### src/rtl/tiny_calc_pkg.sv
// Shared types and seven-segment codes for the tiny calculator.
// Segment vectors are {g,f,e,d,c,b,a}, active-low (0 = lit).
package tiny_calc_pkg;

    typedef logic [6:0] seg_t;

    localparam seg_t SEG_0     = 7'b1000000;
    localparam seg_t SEG_1     = 7'b1111001;
    localparam seg_t SEG_2     = 7'b0100100;
    localparam seg_t SEG_3     = 7'b0110000;
    localparam seg_t SEG_4     = 7'b0011001;
    localparam seg_t SEG_5     = 7'b0010010;
    localparam seg_t SEG_6     = 7'b0000010;
    localparam seg_t SEG_7     = 7'b1111000;
    localparam seg_t SEG_8     = 7'b0000000;
    localparam seg_t SEG_9     = 7'b0010000;
    localparam seg_t SEG_A     = 7'b0001000;
    localparam seg_t SEG_B     = 7'b0000011;
    localparam seg_t SEG_C     = 7'b1000110;
    localparam seg_t SEG_D     = 7'b0100001;
    localparam seg_t SEG_E     = 7'b0000110;
    localparam seg_t SEG_F     = 7'b0001110;
    localparam seg_t SEG_BLANK = 7'b1111111;

    // Hex nibble to segment pattern lookup.
    function automatic seg_t nibble_to_seg(input logic [3:0] nib);
        seg_t seg;
        case (nib)
            4'h0:    seg = SEG_0;
            4'h1:    seg = SEG_1;
            4'h2:    seg = SEG_2;
            4'h3:    seg = SEG_3;
            4'h4:    seg = SEG_4;
            4'h5:    seg = SEG_5;
            4'h6:    seg = SEG_6;
            4'h7:    seg = SEG_7;
            4'h8:    seg = SEG_8;
            4'h9:    seg = SEG_9;
            4'hA:    seg = SEG_A;
            4'hB:    seg = SEG_B;
            4'hC:    seg = SEG_C;
            4'hD:    seg = SEG_D;
            4'hE:    seg = SEG_E;
            default: seg = SEG_F;
        endcase
        return seg;
    endfunction

endpackage

### src/rtl/hex_to_7seg.sv
// Purely combinational hex digit to active-low seven-segment decoder.
module hex_to_7seg
    import tiny_calc_pkg::*;
(
    input  logic [3:0] nib_i,
    output seg_t       seg_o
);

    // Table lookup, no state.
    always_comb begin
        seg_o = nibble_to_seg(nib_i);
    end

endmodule

### src/rtl/tiny_calculator_core.sv
// Registered 4-bit hex adder driving four active-low seven-segment digits.
// Switches pass through a 2-flop synchroniser; a registered decode stage then
// updates all four digits together from one synchronised sample.
// Optional macro TINY_CALC_BLANK_EN: blank the carry digit when carry is 0.
module tiny_calculator_core
    import tiny_calc_pkg::*;
(
    input  logic       clk,
    input  logic       rst,
    input  logic [7:0] SW,
    output seg_t       HEX0,
    output seg_t       HEX1,
    output seg_t       HEX2,
    output seg_t       HEX3
);

`ifdef TINY_CALC_BLANK_EN
    localparam seg_t HEX3_RST = SEG_BLANK;
`else
    localparam seg_t HEX3_RST = SEG_0;
`endif

    logic [7:0] sync1_q, sync2_q;
    logic [4:0] sum_d;
    seg_t       seg_a_d, seg_b_d, seg_sum_d, seg_carry_d, hex3_d;
    seg_t       hex0_q, hex1_q, hex2_q, hex3_q;

    // Two-flop synchroniser for the asynchronous switch inputs.
    always_ff @(posedge clk or posedge rst) begin
        if (rst) begin
            sync1_q <= '0;
            sync2_q <= '0;
        end else begin
            sync1_q <= SW;
            sync2_q <= sync1_q;
        end
    end

    // Zero-extended 5-bit sum of the synchronised operands.
    always_comb begin
        sum_d = {1'b0, sync2_q[3:0]} + {1'b0, sync2_q[7:4]};
    end

    hex_to_7seg u_dec_a     (.nib_i(sync2_q[3:0]),     .seg_o(seg_a_d));
    hex_to_7seg u_dec_b     (.nib_i(sync2_q[7:4]),     .seg_o(seg_b_d));
    hex_to_7seg u_dec_sum   (.nib_i(sum_d[3:0]),       .seg_o(seg_sum_d));
    hex_to_7seg u_dec_carry (.nib_i({3'b000, sum_d[4]}), .seg_o(seg_carry_d));

    // Carry digit selection: blank on zero carry only when the option is built in.
    always_comb begin
`ifdef TINY_CALC_BLANK_EN
        hex3_d = sum_d[4] ? seg_carry_d : SEG_BLANK;
`else
        hex3_d = seg_carry_d;
`endif
    end

    // Output registers: all four digits load on the same edge.
    always_ff @(posedge clk or posedge rst) begin
        if (rst) begin
            hex0_q <= SEG_0;
            hex1_q <= SEG_0;
            hex2_q <= SEG_0;
            hex3_q <= HEX3_RST;
        end else begin
            hex0_q <= seg_a_d;
            hex1_q <= seg_b_d;
            hex2_q <= seg_sum_d;
            hex3_q <= hex3_d;
        end
    end

    assign HEX0 = hex0_q;
    assign HEX1 = hex1_q;
    assign HEX2 = hex2_q;
    assign HEX3 = hex3_q;

endmodule

### config.mk
export PLATFORM = sky130hd
export DESIGN_NAME = tiny_calculator_core
export DESIGN_NICKNAME = d
export VERILOG_FILES = /design/src/rtl/tiny_calc_pkg.sv /design/src/rtl/hex_to_7seg.sv /design/src/rtl/tiny_calculator_core.sv
export SDC_FILE = /design/constraint.sdc
export NUM_CORES = 1
export LEC_CHECK = 0
export BUFFER_PORTS_ARGS = -buffer_cell sky130_fd_sc_hd__buf_2
export CORE_ASPECT_RATIO = 0.8
export CORE_UTILIZATION = 32
export CTS_BUF_LIST = sky130_fd_sc_hd__clkbuf_8
export CTS_CLUSTER_DIAMETER = 50
export DETAILED_ROUTE_END_ITERATION = 6
export MAX_ROUTING_LAYER = met4
export PLACE_DENSITY = 0.54
export SLEW_MARGIN = 20
export SYNTH_ARGS = -nofsm -noshare
export SYNTH_HDL_FRONTEND = slang
export SYNTH_SLANG_ARGS = --single-unit
export TNS_END_PERCENT = 5
### constraint.sdc
create_clock -name clk -period 2.9 [get_ports clk]
set_input_delay 0.87 -clock clk [delete_from_list [all_inputs] [get_ports clk]]
set_output_delay 0.87 -clock clk [all_outputs]
set_load 0.05 [all_outputs]
==> results.toml <==
[timing]
final.period_utilization = 0.8887
worst_slack_ns = 0.3229
finalSetupTns_ns = 0
min_period_ns = 2.577
grt_setup_unrepaired = "false"
timing_worst_slew_pin_value_ns = 0.5000
timing.final.setup_violations = 0
max_freq_ghz = 0.3880
hold_violations = 0
timing_max_transition_violations_final = 0
clock_skew_ns = 0.008075
timing.slew.headroom = 0.6667

[critical_path]
rr_startpoint = "sync2_q[4]"
critPathRequiredTime_ns = 3.06
setup.worst_path.end_class = "register"
worstPathArrival_ns = 2.74
r2r_slack_ns = 0.32
critPathMaxFanout = 7
worstSetupStartpoint = "sync2_q[4]"
critPathKind = "register to register"
crit_path_start_kind = "register"

[layout]
area.growth.synth_to_final_pct = 16.93
final_common_cell = "sky130_fd_sc_hd__dfrtp_1"
fin_util = 0.3897
n_fill_cell = 606
n_antenna_cell = 0
fraction_of_layout_cells_with_a_size_suffix_above_1 = 0.2673
most-common-layout-cells = "35 x sky130_fd_sc_hd__dfrtp_1, 34 x sky130_fd_sc_hd__buf_2, 22 x sky130_fd_sc_hd__ha_1"
nets = 234

[die]
core_um2 = 5943
chipHeight_um = 72.37
ios = 38
die_area_um2 = 6510
starting_density = 0.3333
num_rows = 25
chipWidth_um = 89.96

[logic_synthesis]
post_synth_inst_count = 168
synth_async_sr_flop_share = 1.000
synthDominantAreaCellType = "sky130_fd_sc_hd__dfrtp_1"
synth_seq_area_share = 0.4820
synth_warnings = 0
synth_cell_type_count = 41
postSynthAreaPerCell_um2 = 11.79
synthDominantCellAreaShare = 0.4422
post_synth_instance_area_um2 = 1981
yosys_register_bits = 38
synth.top_cells.by_area = "sky130_fd_sc_hd__dfrtp_1 44%, sky130_fd_sc_hd__ha_1 14%, sky130_fd_sc_hd__mux2i_1 6.6%"
synth_edf_count = 0
synth_flop_cell = "sky130_fd_sc_hd__dfrtp_1"

[clocking]
cts_resized = 0
cts_tree = "done"
clockBufferDepth = 2
cts_root_buf = "sky130_fd_sc_hd__clkbuf_8"
cts_num_sinks = 38
cts_hold_buffers = 0
post_cts_setup_buffers = 0
clk_transition_reported_paths_ns = 0.07
clk-insertion-delay-late_ns = 0.28
cts_inserted_buffers = 5
htree_levels = 2

[routing]
post-route-drc-count = 0
postRouteAntennaNets = 0
drt_pre_antenna_iters = 4
routedWlPerCell_um = 11.68
totalWireLength_mm = 3.305
drtIter0Drc = 68
number_of_vias_per_cell_after_detailed_routing = 4.290
via_count = 1214

[hold_path]
min-delay-path-class = "register to register"
min-delay-start = "sync1_q[7]"

[placed_design]
place_worst_setup_slack_ns = 0.3463
gp_congestion = 0.7493
io_buffers = 34
place.detailed.hpwl_mm = 2.350

[power_and_ir_drop]
pwr_total_uw = 1534
vdd_ir_drop_max_mv = 0.2881
leakage_power_uw = 0.001168
p_per_area_nw_per_um2 = 662.4

[flow_run]
drv.max_cap_violation_count = 0

[global_route]
largest_net_degree_at_the_start_of_global_routing = 39
antenna_found_initial = 0
wire_length_of_the_first_global_routing_pass_mm = 5.678
grt_overflow = 0
number_of_global_route_vias_before_repair = 1151
grt.total_usage = 0.1162

[run_status]
outcome = "completed"
[kinds of logic after synthesis]
kind of cell,after synthesis,share of synthesized area
AND/OR/NAND/NOR,39,0.1118
flip-flops,38,0.4820
AO/OA/AOI/OAI,25,0.07961
adder cells (fa/ha/maj),23,0.1491
buffers and inverters,22,0.05685
multiplexers,16,0.09412
XOR/XNOR,3,0.02275
other,2,0.003792
[final timing paths]
kind                              end  cells past startpoint
hold reg to reg            sync2_q[7]                      0
setup reg to reg              HEX2[3]                      8
setup / recovery              HEX2[3]                      8
hold / removal             sync2_q[7]                      0
max in group asynchronous     HEX0[6]                      3
min in group asynchronous  sync1_q[2]                      3
[cells in the mapped netlist, types with 2 or more instances]
master / number
sky130_fd_sc_hd__buf_2: 3
sky130_fd_sc_hd__conb_1: 2
sky130_fd_sc_hd__buf_4: 7
sky130_fd_sc_hd__ha_1: 22
sky130_fd_sc_hd__a22o_1: 3
sky130_fd_sc_hd__mux2i_1: 13
sky130_fd_sc_hd__a21oi_1: 7
sky130_fd_sc_hd__nor4_1: 2
sky130_fd_sc_hd__dfstp_2: 3
sky130_fd_sc_hd__o22ai_1: 3
sky130_fd_sc_hd__inv_1: 11
sky130_fd_sc_hd__nor2_1: 11
sky130_fd_sc_hd__nand2b_1: 4
sky130_fd_sc_hd__o21ai_0: 4
sky130_fd_sc_hd__nand3b_1: 2
sky130_fd_sc_hd__nand3_1: 2
sky130_fd_sc_hd__nor2b_1: 5
sky130_fd_sc_hd__o21ai_1: 2
sky130_fd_sc_hd__nand2_1: 5
sky130_fd_sc_hd__mux4_2: 2
sky130_fd_sc_hd__dfrtp_1: 35
[layout make-up]
type | count | area, um^2 | area share
multi-input cells | 109 | 917.1 | 0.3960
well taps | 81 | 101.3 | 0.04376
repair buffers | 36 | 185.2 | 0.07996
flip-flops and latches | 38 | 954.7 | 0.4122
clock inverters | 2 | 33.78 | 0.01459
clock buffers | 6 | 82.58 | 0.03566
inverters | 11 | 41.29 | 0.01783
[metrics by stage]
stage	hold WS (ns)	cells	area (um^2)
2_1_floorplan	0.3312	169	1984
3_3_place_gp	0.3339	275	2200
3_5_place_dp	0.3355	275	2200
4_1_cts	0.3529	283	2316
5_1_grt	0.3582	283	2316
6_report	0.3497	283	2316
[where the power goes]
part | switching (uW) | internal, uW
sequential | 28.8 | 591
clock | 173 | 277
combinational | 331 | 134
total | 533 | 1000
[critical path: stages, from the launching register on]
cell and delay, ns:
sky130_fd_sc_hd__dfrtp_1 0.47, sky130_fd_sc_hd__ha_1 0.21, sky130_fd_sc_hd__inv_1 0.05, sky130_fd_sc_hd__fa_1 0.59, sky130_fd_sc_hd__inv_1 0.13, sky130_fd_sc_hd__ha_1 0.25, sky130_fd_sc_hd__or4b_1 0.51, sky130_fd_sc_hd__a31oi_1 0.19
sky130_fd_sc_hd__nor4_1 0.06
[state kept, by name, indices dropped and copies added, names as in the netlist]
| register | flops |
|---|---|
| HEX2 | 7 |
| sync2_q | 8 |
| HEX3 | 1 |
| sync1_q | 8 |
| HEX0 | 7 |
| HEX1 | 7 |
[layer usage]
| metal | wire length, um | track usage |
|---|---|---|
| met1 | 1879 | 0.1715 |
| met2 | 1250 | 0.1479 |
| met3 | 161 | 0.03564 |
| met4 | 14 | 0.03763 |
| met5 | 0 | - |
Power figures use the tool's default switching activity.
